`src/rtl/sliding_window_controller_pkg.sv`:
```
`default_nettype none
// ============================================================================
//  Module      : sliding_window_pkg
//  Description : Shared types and default sizing for the sliding window
//                controller. Holds the controller state encoding and the
//                default block width and occupancy counter width.
//  Revision    : 1.0 - initial release
// ============================================================================
package sliding_window_pkg;

  // Default number of words loaded per block and width of the occupancy count.
  localparam int DEFAULT_LANES       = 8;
  localparam int DEFAULT_COUNT_WIDTH = 4;

  // Width of the optional underrun event counter.
  localparam int UNDERRUN_WIDTH      = 16;

  // EMPTY: no words held, DRAIN: two or more words held, LAST: one word held.
  typedef enum logic [1:0] {
    EMPTY = 2'd0,
    DRAIN = 2'd1,
    LAST  = 2'd2
  } sw_state_e;

endpackage : sliding_window_pkg
`default_nettype wire

```
`src/rtl/sliding_window_controller_if.sv`:
```
`default_nettype none
// ============================================================================
//  Module      : sliding_window_controller_if
//  Description : Handshake bundle between the sliding window controller and
//                its producer / consumer / datapath.
//                master : producer+consumer side (drives fill_valid,
//                         consume_req, observes everything else)
//                slave  : controller side
//                Signals: fill_valid, fill_ready, in_write, consume_req,
//                         consume_ack, out_read, count[COUNT_WIDTH], empty,
//                         underrun_count[16] when
//                         SLIDING_WINDOW_CONTROLLER_UNDERRUN_COUNT_EN is defined.
//  Revision    : 1.0 - initial release
// ============================================================================
interface sliding_window_controller_if #(
  parameter int COUNT_WIDTH = sliding_window_pkg::DEFAULT_COUNT_WIDTH
);

  logic                   fill_valid;
  logic                   fill_ready;
  logic                   in_write;
  logic                   consume_req;
  logic                   consume_ack;
  logic                   out_read;
  logic [COUNT_WIDTH-1:0] count;
  logic                   empty;
`ifdef SLIDING_WINDOW_CONTROLLER_UNDERRUN_COUNT_EN
  logic [sliding_window_pkg::UNDERRUN_WIDTH-1:0] underrun_count;
`endif

  modport master (
    output fill_valid,
    output consume_req,
    input  fill_ready,
    input  in_write,
    input  consume_ack,
    input  out_read,
    input  count,
`ifdef SLIDING_WINDOW_CONTROLLER_UNDERRUN_COUNT_EN
    input  underrun_count,
`endif
    input  empty
  );

  modport slave (
    input  fill_valid,
    input  consume_req,
    output fill_ready,
    output in_write,
    output consume_ack,
    output out_read,
    output count,
`ifdef SLIDING_WINDOW_CONTROLLER_UNDERRUN_COUNT_EN
    output underrun_count,
`endif
    output empty
  );

endinterface : sliding_window_controller_if
`default_nettype wire

```
`src/rtl/sliding_window_controller_occupancy_counter.sv`:
```
`default_nettype none
// ============================================================================
//  Module      : sliding_window_occupancy_counter
//  Description : Occupancy counter for the sliding window. A load sets the
//                count to LANES (and wins over a simultaneous decrement, so a
//                read of the last word plus a new block lands on LANES); a
//                decrement removes one word and never wraps below zero.
//                Ports: clock, reset_n (async, active-low), load, dec,
//                       count[COUNT_WIDTH] (registered).
//  Revision    : 1.0 - initial release
// ============================================================================
module sliding_window_occupancy_counter #(
  parameter int LANES       = 8,
  parameter int COUNT_WIDTH = 4
) (
  input  logic                   clock,
  input  logic                   reset_n,
  input  logic                   load,
  input  logic                   dec,
  output logic [COUNT_WIDTH-1:0] count
);

  localparam logic [COUNT_WIDTH-1:0] c_full_count = COUNT_WIDTH'(LANES);
  localparam logic [COUNT_WIDTH-1:0] c_one        = COUNT_WIDTH'(1);

  logic [COUNT_WIDTH-1:0] r_count;

  always_ff @(posedge clock or negedge reset_n) begin
    if (!reset_n) begin
      r_count <= '0;
    end else if (load) begin
      r_count <= c_full_count;
    end else if (dec && (r_count != '0)) begin
      r_count <= r_count - c_one;
    end
  end

  assign count = r_count;

endmodule : sliding_window_occupancy_counter
`default_nettype wire

```
`src/rtl/sliding_window_controller.sv`:
```
`default_nettype none
// ============================================================================
//  Module      : sliding_window_controller
//  Description : Control for a LANES-word sliding window. Accepts a full block
//                from a producer when the window is empty (or is handing out
//                its last word this cycle) and hands words to a consumer one
//                per cycle. A refill coinciding with the last read gives a
//                gap-free stream.
//                Ports: clock, reset_n (async, active-low),
//                       bus (sliding_window_controller_if.slave).
//                Optional: SLIDING_WINDOW_CONTROLLER_UNDERRUN_COUNT_EN adds a
//                saturating 16-bit count of requests made while empty.
//  Revision    : 1.0 - initial release
// ============================================================================
module sliding_window_controller
  import sliding_window_pkg::*;
#(
  parameter int LANES       = DEFAULT_LANES,
  parameter int COUNT_WIDTH = DEFAULT_COUNT_WIDTH
) (
  input  logic                        clock,
  input  logic                        reset_n,
  sliding_window_controller_if.slave  bus
);

  // With a single lane a fresh block is already the last word.
  localparam sw_state_e              c_load_state = (LANES == 1) ? LAST : DRAIN;
  localparam logic [COUNT_WIDTH-1:0] c_count_two  = COUNT_WIDTH'(2);

  sw_state_e              r_state;
  sw_state_e              w_state_next;
  logic                   w_fill_ready;
  logic                   w_consume_ack;
  logic [COUNT_WIDTH-1:0] w_count;

  always_ff @(posedge clock or negedge reset_n) begin
    if (!reset_n) begin
      r_state <= EMPTY;
    end else begin
      r_state <= w_state_next;
    end
  end

  // Handshakes are gated with reset_n so nothing is accepted or delivered
  // while the block is held in reset, even though EMPTY would accept a fill.
  always_comb begin
    w_state_next  = r_state;
    w_fill_ready  = 1'b0;
    w_consume_ack = 1'b0;
    if (reset_n) begin
      case (r_state)
        EMPTY: begin
          w_fill_ready = bus.fill_valid;
          if (w_fill_ready) begin
            w_state_next = c_load_state;
          end
        end
        DRAIN: begin
          w_consume_ack = bus.consume_req;
          if (w_consume_ack && (w_count == c_count_two)) begin
            w_state_next = LAST;
          end
        end
        LAST: begin
          w_consume_ack = bus.consume_req;
          w_fill_ready  = bus.fill_valid & bus.consume_req;
          if (w_fill_ready) begin
            w_state_next = c_load_state;
          end else if (w_consume_ack) begin
            w_state_next = EMPTY;
          end
        end
        default: begin
          w_state_next = EMPTY;
        end
      endcase
    end
  end

  sliding_window_occupancy_counter #(
    .LANES       (LANES),
    .COUNT_WIDTH (COUNT_WIDTH)
  ) u_occupancy_counter (
    .clock   (clock),
    .reset_n (reset_n),
    .load    (w_fill_ready),
    .dec     (w_consume_ack),
    .count   (w_count)
  );

  assign bus.fill_ready  = w_fill_ready;
  assign bus.in_write    = w_fill_ready;
  assign bus.consume_ack = w_consume_ack;
  assign bus.out_read    = w_consume_ack;
  assign bus.count       = w_count;
  assign bus.empty       = (r_state == EMPTY);

`ifdef SLIDING_WINDOW_CONTROLLER_UNDERRUN_COUNT_EN
  localparam logic [UNDERRUN_WIDTH-1:0] c_underrun_one = UNDERRUN_WIDTH'(1);

  logic [UNDERRUN_WIDTH-1:0] r_underrun_count;

  // Saturating: once all ones, further underruns are not recorded.
  always_ff @(posedge clock or negedge reset_n) begin
    if (!reset_n) begin
      r_underrun_count <= '0;
    end else if (bus.consume_req && (r_state == EMPTY) && (r_underrun_count != '1)) begin
      r_underrun_count <= r_underrun_count + c_underrun_one;
    end
  end

  assign bus.underrun_count = r_underrun_count;
`endif

endmodule : sliding_window_controller
`default_nettype wire

```
`src/flat_wrapper.sv`:
```
// flat-port wrapper written by rule: the top's interface ports become plain ports
module sliding_window_controller_flat import sliding_window_pkg::*;
#(
  parameter int LANES       = DEFAULT_LANES,
  parameter int COUNT_WIDTH = DEFAULT_COUNT_WIDTH
)
  (clock, reset_n, bus_fill_valid, bus_consume_req, bus_fill_ready, bus_in_write, bus_consume_ack, bus_out_read, bus_count, bus_empty);
  sliding_window_controller_if #(.COUNT_WIDTH(COUNT_WIDTH)) bus_i ();
  input  logic clock;
  input  logic reset_n;
  input wire logic [$bits(bus_i.fill_valid)-1:0] bus_fill_valid;
  input wire logic [$bits(bus_i.consume_req)-1:0] bus_consume_req;
  output wire logic [$bits(bus_i.fill_ready)-1:0] bus_fill_ready;
  output wire logic [$bits(bus_i.in_write)-1:0] bus_in_write;
  output wire logic [$bits(bus_i.consume_ack)-1:0] bus_consume_ack;
  output wire logic [$bits(bus_i.out_read)-1:0] bus_out_read;
  output wire logic [$bits(bus_i.count)-1:0] bus_count;
  output wire logic [$bits(bus_i.empty)-1:0] bus_empty;
  assign bus_i.fill_valid = bus_fill_valid;
  assign bus_i.consume_req = bus_consume_req;
  assign bus_fill_ready = bus_i.fill_ready;
  assign bus_in_write = bus_i.in_write;
  assign bus_consume_ack = bus_i.consume_ack;
  assign bus_out_read = bus_i.out_read;
  assign bus_count = bus_i.count;
  assign bus_empty = bus_i.empty;
  sliding_window_controller #(.LANES(LANES), .COUNT_WIDTH(COUNT_WIDTH)) u_core (.clock(clock), .reset_n(reset_n), .bus(bus_i));
endmodule
```
`config.mk`:
```
export PLATFORM = sky130hd
export DESIGN_NAME = sliding_window_controller_flat
export DESIGN_NICKNAME = d
export VERILOG_FILES = /design/src/rtl/sliding_window_controller_pkg.sv /design/src/rtl/sliding_window_controller_if.sv /design/src/rtl/sliding_window_controller_occupancy_counter.sv /design/src/rtl/sliding_window_controller.sv /design/src/flat_wrapper.sv
export SDC_FILE = /design/constraint.sdc
export NUM_CORES = 1
export LEC_CHECK = 0
export ABC_AREA = 1
export BUFFER_PORTS_ARGS = -buffer_cell sky130_fd_sc_hd__buf_4
export CAP_MARGIN = 20
export CORE_MARGIN = 4
export CORE_UTILIZATION = 30
export CTS_CLUSTER_DIAMETER = 200
export DETAILED_ROUTE_END_ITERATION = 8
export PLACE_DENSITY = 0.48
export SLEW_MARGIN = 0
export SYNTH_ARGS = -nofsm -noshare
export SYNTH_HDL_FRONTEND = slang
export SYNTH_SLANG_ARGS = --single-unit
export TNS_END_PERCENT = 20
```
`constraint.sdc`:
```
create_clock -name clock -period 1.6 [get_ports clock]
set_clock_uncertainty 0.05 [all_clocks]
set_input_delay 0.16 -clock clock [delete_from_list [all_inputs] [get_ports clock]]
set_output_delay 0.16 -clock clock [all_outputs]
set_load 0.05 [all_outputs]
```
# [Word-level counts from Yosys, hierarchy flattened]
# Cells that the tools add are included.
[classes] n_addsub=1 n_eq_ne=6 muxes=11 n_bitwise=1 n_reduce_logical=7
[op_table] op="$mux W2" count=4
[op_table] op="$mux W4" count=2
[op_table] op="$pmux W2 S3" count=1
[op_table] op="$eq A4 B2 Y1 const B" count=1
[op_table] op="$reduce_and A4 Y1" count=1
[op_table] op="$reduce_bool A4 Y1" count=1
[op_table] op="$sub A4 B1 Y4 const B" count=1
[op_table] op="$mux W1" count=3
[op_table] op="$ne A3 B2 Y1 const B" count=1
[op_table] op="$eq A2 B1 Y1 const B" count=1
[op_table] op="$eq A2 B2 Y1 const B" count=1
[op_table] op="$logic_and A1 B1 Y1" count=2
[op_table] op="$logic_not A2 Y1" count=1
[op_table] op="$ne A2 B1 Y1 const B" count=1
[op_table] op="$ne A2 B2 Y1 const B" count=1
[op_table] op="$pmux W1 S2" count=1
[op_table] op="$reduce_bool A2 Y1" count=1
[op_table] op="$reduce_or A2 Y1" count=1
[op_table] op="$and A1 B1 Y1" count=1
[totals] regBits=6 input_bits=4 output_inout_bits=9 word_cells=28

# [Longest topological paths before layout]
# Gate-level depths: netlist (run 1).
[logic_depth] ltp_word=7 ltp_mapped=9 mapped_depth_nobuf=9

# [Modules after synthesis]
# A second synthesis (run 1) with hierarchy kept.
[unflattened] hier_cells=67 area_unflattened_um2=523.0
[modules_own_cells] module="sliding_window_occupancy_counter" n_inst=1 cells_per_inst=31 area_each_um2=267.8 seq_area_each_um2=100.1
[modules_own_cells] module="sliding_window_controller" n_inst=1 cells_per_inst=36 area_each_um2=255.2 seq_area_each_um2=50.0

# [Least setup slack after synthesis (run 1)]
# Ideal clock, no wire load.
[synth_timing] path_type="flip-flop to output port" from="register u_core.r_state[0]" to="output port bus_in_write" t_arrival_ns=1.886 slack_ns=-0.496 path_stages_with_launch=8 n_path_buf=1 path_cell_list="dfrtp_1 -> inv_1 -> ha_1 -> nor2_1 -> nor2_1 -> nand2_2 -> inv_1 -> buf_4"
[synth_between] elab_chain_cells=3 word_cells_on_any_way=4 classes_between="eq/ne (1); mux (2); reduce/logical (1)"
[synth_lines] item="start, declared" line="sliding_window_controller.sv:30" text="sw_state_e r_state;"
[synth_lines] item="start signal, assigned" line="sliding_window_controller.sv:40" text="r_state <= w_state_next;"
[synth_lines] item="$logic_not A2 Y1"
[synth_lines] item="named net bus_empty" line="flat_wrapper.sv:18" text="output wire logic [$bits(bus_i.empty)-1:0] bus_empty;"
[synth_lines] item="$pmux W1 S2" line="sliding_window_controller.sv:51" text="case (r_state)"
[synth_lines] item="$mux W1" line="sliding_window_controller.sv:50" text="if (reset_n) begin"
[synth_lines] item="end, declared" line="flat_wrapper.sv:14" text="output wire logic [$bits(bus_i.in_write)-1:0] bus_in_write;"
# The timed path passes the listed nets, and every way through them passes these cells.

# [Worst setup path after layout (run 1)]
[layout_timing] from="register u_core.r_state[0]" to="output port bus_fill_ready"
[layout_between] elab_chain_cells=3 word_cells_on_any_way=4 classes_between="eq/ne (1); mux (2); reduce/logical (1)"
[layout_lines] item="$eq A2 B2 Y1 or $logic_not A2 Y1 (tied branches)" line="sliding_window_controller.sv:51"
[layout_lines] item="$pmux W1 S2 (*)" line="sliding_window_controller.sv:51"
[layout_lines] item="$mux W1 (*)" line="sliding_window_controller.sv:50"
[layout_lines] item="end, declared" line="flat_wrapper.sv:13" text="output wire logic [$bits(bus_i.fill_ready)-1:0] bus_fill_ready;"
# Mark *: on every way between the ends. The rest lies on a longest branch, timed or not.

==> results.md, run 1 <==
* Largest family of logic cells by synthesized area: simple AND/OR/NAND/NOR gates
* Post-Synth Simple-Gate Area at 0.3694
* Post-Synth Adder-Cell Area at 0.2027
* GR Overflow Total at 0
* Mapped Cells at 69
* Worst slew pin tran at 0.2666 ns
* Number of standard-cell rows in the floorplan at 15
* H-tree Lvls at 1
* Yosys reg bits at 6
* Minimum clock period at 1.596 ns
* Synth Area in XOR/XNOR at 0.01577
* CP max stage delay at 0.39 ns
* Die area at 0.002604 mm2
* Post-route cell area at 844.6 um2
* Fmax at 0.6268 GHz
* Die Width at 51.03 um
* Final setup viols at 0
* Inserted Diodes at 0
* Crit start category: flop
* Worst skew pair latency at 0.23 ns
* CP max FO at 3
* CP arrival at 1.39 ns
* CP Capture Point: bus_fill_ready
* Share of cells above drive strength 1 at 0.5000
* CP top delay family: flip-flops
* Post-DP HPWL at 867.2 um
* Max Cap Violations at 0
* Tcrit/Tclk final at 0.9972
* Critical path endpoint category: primary output
* Die span in y at 51.03 um
* CTS clk-pin slew, worst paths at 0.04 ns
* Pins Over Slew Limit at 0
* Port Buffers at 12
* Yosys cell types at 19
* Outcome: finished, final reports clean
* Main synth FF type: dfrtp_1
* Worst Reg-to-Reg Cells at 9
* Core Box Area at 0.001745 mm2
* WP data required at 1.39 ns
* Max clock buf depth at 2
* Top-count cell post-synth: nand2_1
* DR vias/cell at 4.287
* Fin. Hold Viols at 0
* Warnings from Yosys at 0
* DRC Markers at 0
* Reg2reg end: u_core.r_state[0]
* Initial Utilization at 0.3183
* Async SR Flop Fraction at 1.000
* Placed Area at 680.7 um2
* Leakage Power at 0.0004387 uW
* Wire per inst at 10.23 um
* Vias at 493
* Syn Nets at 82
* Cell Count, Final, Fillers Out at 115
* CTS Root Cell: clkbuf_4
* Num CTS Buffers at 3
* First-pass GRT wire length at 1959 um
* Setup TNS at 0 ns
* Post-synthesis compound-gate area fraction at 0.03153
* Area share of the largest cell type after synthesis at 0.2703
* Unrepaired setup endpoints after global routing: true
* Worst path depth at 7
* R2r setup slk at 0.08 ns
* Drt initial violations at 6
* DR pass1 iterations at 4
* Rel. slew slack at 0.8217
* Sequential fraction of the synthesis area at 0.2703
* CP dominant cell by count: nor2_2
* Commonest cells in the synthesized netlist: nand2_1, ha_1, inv_1, nand3_1, nor2_1
* Clk sink count at 6
* Dpl cells at 104
* GRT Util Overall at 0.09620
* Number of synthesized flops with an enable pin at 0
* Worst path bufs/invs at 3
* Largest net degree at the start of global routing at 7
* Critical Path Source: u_core.r_state[0]
* Final WL at 1177 um
* Vias in the first global route at 481
* PD cells at 2016 mW/mm2
* Hold Path Class: in2async
* Layout net count at 105
* Filler cell count at 181
* Initial antenna violation count at 0
* CTS tree: done
* Routed Antenna Nets at 0
* WS Path Type: reg2out
* Total I/O pin count at 13
* Post-synthesis to final-layout area growth at 52.03%
* Max VDD drop at 0.7208 mV
* Worst r2r src: u_core.r_state[1]
* Multiplexer share of the synthesized area at 0
* Top post-synthesis cells by area: dfrtp_1, ha_1, nand2_1
* Mean Syn Cell Area at 8.051 um2
* RD Place Congestion at 0.7163
* Synth area leader: dfrtp_1
* Mapped Area at 555.5 um2
* Worst path slowest cell: dfrtp_1
* CP Cell Sequence: inv_2 -> ha_4 -> nor2_2 -> nor2_2 -> nand2_4 -> clkinvlp_4 -> buf_8
## through the flow
step	utilization	hold WS (ns)	worst slack (ns)	total power, uW
floorplan	-	-0.1856	-0.08466	1135
global placement	0.3900	-0.06976	0.1139	1339
detailed placement	0.3900	-0.06799	0.1003	1332
CTS	0.4430	0.2950	-0.03225	1571
global route	0.4839	0.2966	-0.1011	1858
finish	0.4839	0.2861	0.004487	1703
## power breakdown
group	switching, uW	internal (uW)	total, uW	leakage, uW
clock	45.9	84.3	130	0.0000138
combinational	762	496	1260	0.000353
sequential	92.4	222	314	0.0000720
total	901	802	1700	0.000439
## worst reg2reg max path: stages (launching register included)
cell and delay, ns:
dfrtp_2 0.42, inv_4 0.07, buf_4 0.13, buf_4 0.13, ha_1 0.18, o21bai_1 0.15
nand2_1 0.10, nand2_1 0.07, nand2_1 0.06, nand2_1 0.05
## registers in the layout (all words and copies together), names as in the netlist
signal                            flops
u_core.u_occupancy_counter.count      4
u_core.r_state                        2
## cells by family after synthesis
family                   after synthesis
XOR/XNOR                               1
AO/OA/AOI/OAI                          3
AND/OR/NAND/NOR                       37
adder cells (fa/ha/maj)                9
flip-flops                             6
buffers and inverters                 13
## layout by cell type, fill, tap and decap left out, types with 2 or more instances in the layout
master | synthesis | routed
dfrtp_1 | 6 | 5
buf_4 | 2 | 15
ha_4 | 0 | 3
clkbuf_4 | 0 | 3
nand2_2 | 4 | 3
nor2_2 | 2 | 4
nand2_1 | 11 | 10
nand2_4 | 2 | 4
buf_8 | 0 | 4
nand3_1 | 8 | 7
inv_2 | 1 | 2
ha_1 | 9 | 6
inv_1 | 9 | 6
nor2_1 | 7 | 5
## final cells by class
class                      count  area [um2]  area share
clock buffer                   3       22.52     0.02667
inverter                      11       52.55     0.06222
multi-input combinational     50       404.1      0.4785
sequential                     6       151.4      0.1793
tap                           25       31.28     0.03704
timing repair buffer          20       182.7      0.2163
## worst min path at each step
stage | startpoint | endpoint | depth (start not counted)
2_1_floorplan | reset_n | u_core.r_state[0] | 0
3_3_place_gp | reset_n | u_core.r_state[1] | 1
3_5_place_dp | reset_n | u_core.u_occupancy_counter.count[0] | 1
4_1_cts | bus_fill_valid | u_core.r_state[0] | 5
5_1_grt | reset_n | u_core.r_state[0] | 2
6_report | reset_n | u_core.r_state[0] | 2
## routing by layer
layer	track usage	vias to the layer above	part of all wire
met1	0.1147	230	0.46
met3	0.01749	2	0.025
met2	0.1695	8	0.51
met5	0	-	0
li1	-	253	-
met4	0.03587	0	0.0034
## timing repair
action,in CTS,in global routing
setup buffers,4,3
pin swaps,2,7
hold buffers,1,0
setup endpoints to repair,4,4
hold endpoints to repair,6,0
resized for setup,8,11
(Power assumes the default switching activity.)
==> inputs of run 2 (changes only) <==
Settings changed: CORE_AREA set to 4 4 41 43, CORE_MARGIN 4 to not set, CORE_UTILIZATION 30 to not set, DIE_AREA set to 0 0 45 47, PLACE_DENSITY 0.48 to 0.62.
Clock period 1.6 ns to 1.77 ns, I/O delays scaled along.
==> run 2 against run 1 <==
Effect of this change:
- worst setup slack better by 0.079 ns
- power down 17%
- design area down 10%
- clock power about the same
- critical path depth unchanged
- via count down 9.1%
- global-route usage up 2.3 points
- first-iteration DRC count up 17%
- critical path type unchanged
- critical endpoint unchanged
- largest cell class unchanged
==> results.md, run 2 (synthesis results as in run 1) <==
* Outcome: finished, final reports clean (unchanged)
* WP data required at 1.54 ns (was 1.39 ns)
* Hold Worst Slack at 0.2353 ns (was 0.2861 ns)
* Drt initial violations at 7 (was 6)
* Number of standard-cell rows in the floorplan at 13 (was 15)
* Routed Antenna Nets at 0 (unchanged)
* Layout net count at 100 (was 105)
* Vias at 448 (was 493)
* Final Power at 1409 uW (was 1703 uW)
* Worst r2r src: u_core.r_state[1] (unchanged)
* Core Box Area at 0.001301 mm2 (was 0.001745 mm2)
* Most frequent cells in the layout: buf_4, nand2_1, nand3_1, ha_1 (was buf_4, nand2_1, nand3_1, inv_1, ha_1)
* Max reg flops at 4 (unchanged)
* Tcrit/Tclk final at 0.9528
* Hold Path Class: in2async (unchanged)
* Critical path endpoint category: primary output (unchanged)
* CP max FO at 6 (was 3)
* Commonest non-fill, non-tap cell in the layout: buf_4 (unchanged)
* Port Buffers at 12 (unchanged)
* Largest net degree at the start of global routing at 8 (was 7)
* Reg2reg end: u_core.u_occupancy_counter.count[1] (was u_core.r_state[0])
* CP Cell Sequence: inv_2 -> ha_1 -> nand2_1 -> nand2_2 -> nand2_4 -> clkinvlp_4 -> buf_8 (was inv_2 -> ha_4 -> nor2_2 -> nor2_2 -> nand2_4 -> clkinvlp_4 -> buf_8)
* Worst path slowest cell: dfrtp_2 (was dfrtp_1)
* Fin. Hold Viols at 0 (unchanged)
* Met1 usage at 0.1535 (was 0.1147)
* Dpl cells at 94 (was 104)
* Cell Count, Final, Fillers Out at 100 (was 115)
* Max clock buf depth at 2 (unchanged)
* CP top delay family: flip-flops (unchanged)
* Vias in the first global route at 407 (was 481)
* Leakage Power at 0.0004044 uW (was 0.0004387 uW)
* Die Width at 45 um (was 51.03 um)
* CTS Root Cell: clkbuf_4 (unchanged)
* Total I/O pin count at 13 (unchanged)
* Wire per inst at 10.81 um (was 10.23 um)
* Max Cap Violations at 0 (unchanged)
* Worst path bufs/invs at 3 (unchanged)
* Crit start category: flop (unchanged)
* Filler cell count at 126 (was 181)
* Max VDD drop at 0.7242 mV (was 0.7208 mV)
* Num CTS Buffers at 3 (unchanged)
* DR pass1 iterations at 4 (unchanged)
* GR Overflow Total at 0 (unchanged)
* Final WL at 1081 um (was 1177 um)
* Post-synthesis to final-layout area growth at 36.26% (was 52.03%)
* Inserted Diodes at 0 (unchanged)
* DRC Markers at 0 (unchanged)
* First-pass GRT wire length at 1731 um (was 1959 um)
* CTS clk-pin slew, worst paths at 0.05 ns (was 0.04 ns)
* CP arrival at 1.46 ns (was 1.39 ns)
* Minimum clock period at 1.686 ns
* CTS tree: done (unchanged)
* Worst slew pin tran at 0.2299 ns (was 0.2666 ns)
* Share of cells above drive strength 1 at 0.4471 (was 0.5000)
* PD cells at 1862 mW/mm2 (was 2016 mW/mm2)
* Die span in y at 47 um (was 51.03 um)
* Clk sink count at 6 (unchanged)
* GRT met2 Usage at 0.1695 (about the same)
* Fmax at 0.5930 GHz
* Initial antenna violation count at 0 (unchanged)
* Most used routing layer: met2 (unchanged)
* R2r setup slk at 0.33 ns (was 0.08 ns)
* Final setup viols at 0 (unchanged)
* DR vias/cell at 4.480 (was 4.287)
* Initial Utilization at 0.4269 (was 0.3183)
* RD Place Congestion at 0.7500 (was 0.7163)
* GRT Util Overall at 0.1194 (was 0.09620)
* WS Path Type: reg2out (unchanged)
* M3 GR Usage at 0.04598 (was 0.01749)
* Post-DP HPWL at 853.1 um (was 867.2 um)
* CP max stage delay at 0.41 ns (was 0.39 ns)
* Worst skew pair latency at 0.25 ns (was 0.23 ns)
* Rel. slew slack at 0.8462 (was 0.8217)
* Pins Over Slew Limit at 0 (unchanged)
* H-tree Lvls at 1 (unchanged)
* Die area at 0.002115 mm2 (was 0.002604 mm2)
* Worst Reg-to-Reg Cells at 8 (was 9)
run 2: cell types whose count changed in the layout (fill, tap and decap cells not counted), sizes merged:
cell | before | now
buf | 19 | 14
run 2: worst max-delay path by stage:
stage / cells past startpoint / endpoint / from / slack (ns)
after detailed placement: 7 / bus_in_write / u_core.r_state[0] / 0.18
after CTS: 7 / bus_in_write / u_core.r_state[0] / 0.001
after global routing: 7 / bus_fill_ready / u_core.r_state[1] / -0.006
after global placement: 7 / bus_in_write / u_core.r_state[0] / 0.21
final: 7 / bus_fill_ready / u_core.r_state[1] / 0.08
after floorplan: 7 / bus_in_write / u_core.r_state[0] / 0.009
run 2: where the power goes:
part	switching, uW	internal (uW)
combinational	650	350
sequential	78.2	201
clock	54.1	77.0
run 2: layout make-up:
| class | count | area, um2 | share of cell area |
|---|---|---|---|
| Multi-Input combinational cell | 50 | 384.1 | 0.5074 |
| Sequential cell | 6 | 151.4 | 0.2000 |
| Timing Repair Buffer | 15 | 130.1 | 0.1719 |
| Inverter | 11 | 50.05 | 0.06612 |
| Clock buffer | 3 | 22.52 | 0.02975 |
| Tap cell | 15 | 18.77 | 0.02479 |
run 2: layer usage:
layer | part of all wire | vias up
li1 | - | 245
met4 | 0.018 | 0
met3 | 0.052 | 4
met2 | 0.46 | 11
met5 | 0 | -
met1 | 0.47 | 188
run 2: worst register-to-register path, cell delays in order, from the launching register on:
cell and delay, ns:
dfrtp_2 0.44, inv_2 0.12, ha_1 0.25, nand2_2 0.12, nor2_8 0.05, nand2_4 0.09
clkinv_4 0.06, nor2_1 0.11, nor2_2 0.05
run 2: what timing repair did:
action                                 CTS  global route
buffers inserted                         1             1
endpoints found under the hold margin    6             0
gates resized for setup                  3            10
hold buffers                             1             0
pin swaps                                0             1
setup endpoints to repair                2             4
run 2: stage by stage:
| step | utilization | setup slack (ns) | area [um2] | TNS, ns |
|---|---|---|---|---|
| after floorplan | - | 0.009069 | 571.8 | 0 |
| after global placement | 0.5115 | 0.2056 | 665.6 | 0 |
| after detailed placement | 0.5115 | 0.1792 | 665.6 | 0 |
| after CTS | 0.5462 | 0.001194 | 710.7 | 0 |
| after global routing | 0.5817 | -0.005705 | 757.0 | -0.01124 |
| final | 0.5817 | 0.08355 | 757.0 | 0 |
==> inputs of run 3 (changes only) <==
--- a/constraint.sdc
+++ b/constraint.sdc
@@ -3,3 +3,3 @@
 set_input_delay 0.177 -clock clock [delete_from_list [all_inputs] [get_ports clock]]
 set_output_delay 0.177 -clock clock [all_outputs]
-set_load 0.05 [all_outputs]
+set_load 0.02 [all_outputs]
==> run 3 against run 2 <==
Effect of this change:
- worst hold slack worse by 0.0084 ns
- clock power about the same
- combinational power down 27%
- core utilization fell by 5.0 points
- critical path type is now in2out
- critical endpoint unchanged
==> results.md, run 3 (synthesis results as in run 1) <==
* Max VDD drop at 0.6821 mV (was 0.7242 mV)
* Hold Worst Slack at 0.2269 ns (was 0.2353 ns)
* PD cells at 1652 mW/mm2 (was 1862 mW/mm2)
* Post-DP HPWL at 849.7 um (was 853.1 um)
* DR vias/cell at 4.626 (was 4.480)
* Clk sink count at 6 (unchanged)
* Setup TNS at 0 ns (unchanged)
* Max clock buf depth at 2 (unchanged)
* Wire per inst at 10.62 um (was 10.81 um)
* Inserted Diodes at 0 (unchanged)
* Worst path slowest cell: dlygate4sd3_1 (was dfrtp_2)
* Share of cells above drive strength 1 at 0.3690 (was 0.4471)
* CP arrival at 1.41 ns (was 1.46 ns)
* Pins Over Slew Limit at 0 (unchanged)
* Layout net count at 99 (was 100)
* Port Buffers at 12 (unchanged)
* Final setup viols at 0 (unchanged)
* Post-route cell area at 691.9 um2 (was 757.0 um2)
* Vias in the first global route at 403 (was 407)
* Rel. slew slack at 0.8518 (was 0.8462)
* Num CTS Buffers at 3 (unchanged)
* RD Place Congestion at 0.7153 (was 0.7500)
* Crit start category: input port (was flop)
* Max reg flops at 4 (unchanged)
* Die area at 0.002115 mm2 (unchanged)
* Die span in y at 47 um (unchanged)
* Most frequent cells in the layout: buf_4, nand2_1, nand3_1, ha_1 (unchanged)
* Largest net degree at the start of global routing at 8 (unchanged)
* Met1 usage at 0.1119 (was 0.1535)
* Initial Utilization at 0.4269 (unchanged)
* Tcrit/Tclk final at 0.9275 (was 0.9528)
* Number of standard-cell rows in the floorplan at 13 (unchanged)
* Routed Antenna Nets at 0 (unchanged)
* Leakage Power at 0.0003959 uW (was 0.0004044 uW)
* CP max FO at 7 (was 6)
* Max Cap Violations at 0 (unchanged)
* M3 GR Usage at 0.06897 (was 0.04598)
* Cell Count, Final, Fillers Out at 99 (was 100)
* WP data required at 1.54 ns (about the same)
* Critical path endpoint category: primary output (unchanged)
* Unrepaired setup endpoints after global routing: false
* Dpl cells at 94 (unchanged)
* DR pass1 iterations at 3 (was 4)
* CP max stage delay at 0.52 ns (was 0.41 ns)
* CTS clk-pin slew, worst paths at 0.05 ns (about the same)
* GRT met2 Usage at 0.1977 (was 0.1695)
* H-tree Lvls at 1 (unchanged)
* Total I/O pin count at 13 (unchanged)
* Outcome: finished, final reports clean (unchanged)
* Worst skew pair latency at 0.25 ns (about the same)
* GR Overflow Total at 0 (unchanged)
* CTS Root Cell: clkbuf_4 (unchanged)
* Drt initial violations at 6 (was 7)
* Hold Path Class: in2async (unchanged)
* Fmax at 0.6091 GHz (was 0.5930 GHz)
* Final WL at 1051 um (was 1081 um)
* Commonest non-fill, non-tap cell in the layout: buf_4 (unchanged)
* First-pass GRT wire length at 1669 um (was 1731 um)
* Vias at 458 (was 448)
* WS Path Type: in2out (was reg2out)
* Fin. Hold Viols at 0 (unchanged)
* Post-synthesis to final-layout area growth at 24.55% (was 36.26%)
* Final Power at 1143 uW (was 1409 uW)
* CP dominant cell by count: buf_4
* Worst path bufs/invs at 5 (was 3)
* CP Cell Sequence: dlygate4sd3_1 -> buf_4 -> inv_2 -> nor2_1 -> nand2_2 -> inv_1 -> buf_4 (was inv_2 -> ha_1 -> nand2_1 -> nand2_2 -> nand2_4 -> clkinvlp_4 -> buf_8)
* Core Box Area at 0.001301 mm2 (unchanged)
* DRC Markers at 0 (unchanged)
* CP top delay family: buffers and inverters (was flip-flops)
* Placed Area at 649.4 um2 (was 665.6 um2)
* Worst slew pin tran at 0.2223 ns (was 0.2299 ns)
* GRT Util Overall at 0.1155 (was 0.1194)
* CTS tree: done (unchanged)
* Minimum clock period at 1.642 ns (was 1.686 ns)
* Most used routing layer: met2 (unchanged)
* Die Width at 45 um (unchanged)
* Initial antenna violation count at 0 (unchanged)
-- run 3: power by group --
part,switching [uW],internal [uW]
registers,77.1,199
logic,431,303
clock network,56.6,77.2
-- run 3: stage by stage --
step,utilization,setup slack (ns)
2_1_floorplan,-,0.1549
3_3_place_gp,0.4990,0.2896
3_5_place_dp,0.4990,0.3107
4_1_cts,0.5240,0.03364
5_1_grt,0.5317,0.002677
6_report,0.5317,0.1282
-- run 3: per-layer routing --
metal	up-vias	share of wire
met2	12	0.50
met3	2	0.066
met5	-	0
li1	240	-
met1	204	0.42
met4	0	0.0095
-- run 3: worst paths after layout --
kind | start | to | slack [ns] | cells after the start
hold reg to reg | u_core.r_state[0] | u_core.r_state[0] | 0.47 | 2
hold / removal | reset_n | u_core.u_occupancy_counter.count[2] | 0.23 | 2
min in group clock | bus_fill_valid | u_core.u_occupancy_counter.count[3] | 0.30 | 5
setup reg to reg | u_core.r_state[1] | u_core.u_occupancy_counter.count[0] | 0.33 | 7
max in group asynchronous | reset_n | u_core.r_state[1] | 1.31 | 2
setup / recovery | reset_n | bus_fill_ready | 0.13 | 7
-- run 3: layout make-up --
cell class / count / area [um2]
Clock buffer: 3 / 22.52
Timing Repair Buffer: 14 / 107.6
Inverter: 11 / 46.29
Fill cell: 127 / 609.3
Sequential cell: 6 / 150.1
Multi-Input combinational cell: 50 / 346.6
Tap cell: 15 / 18.77
-- run 3: worst reg2reg max path, stage by stage (launching register included) --
cell	delay, ns
dfrtp_1	0.41
inv_2	0.08
ha_1	0.30
nand2_2	0.09
nor2_8	0.13
nand2_4	0.08
o21ai_1	0.16
nor2_1	0.05
-- run 3: timing repair --
action	4_1_cts	5_1_grt
hold buffers	1	0
endpoints found under the hold margin	6	0
setup endpoints to repair	0	2
gates resized for setup	0	3
setup buffers	0	1
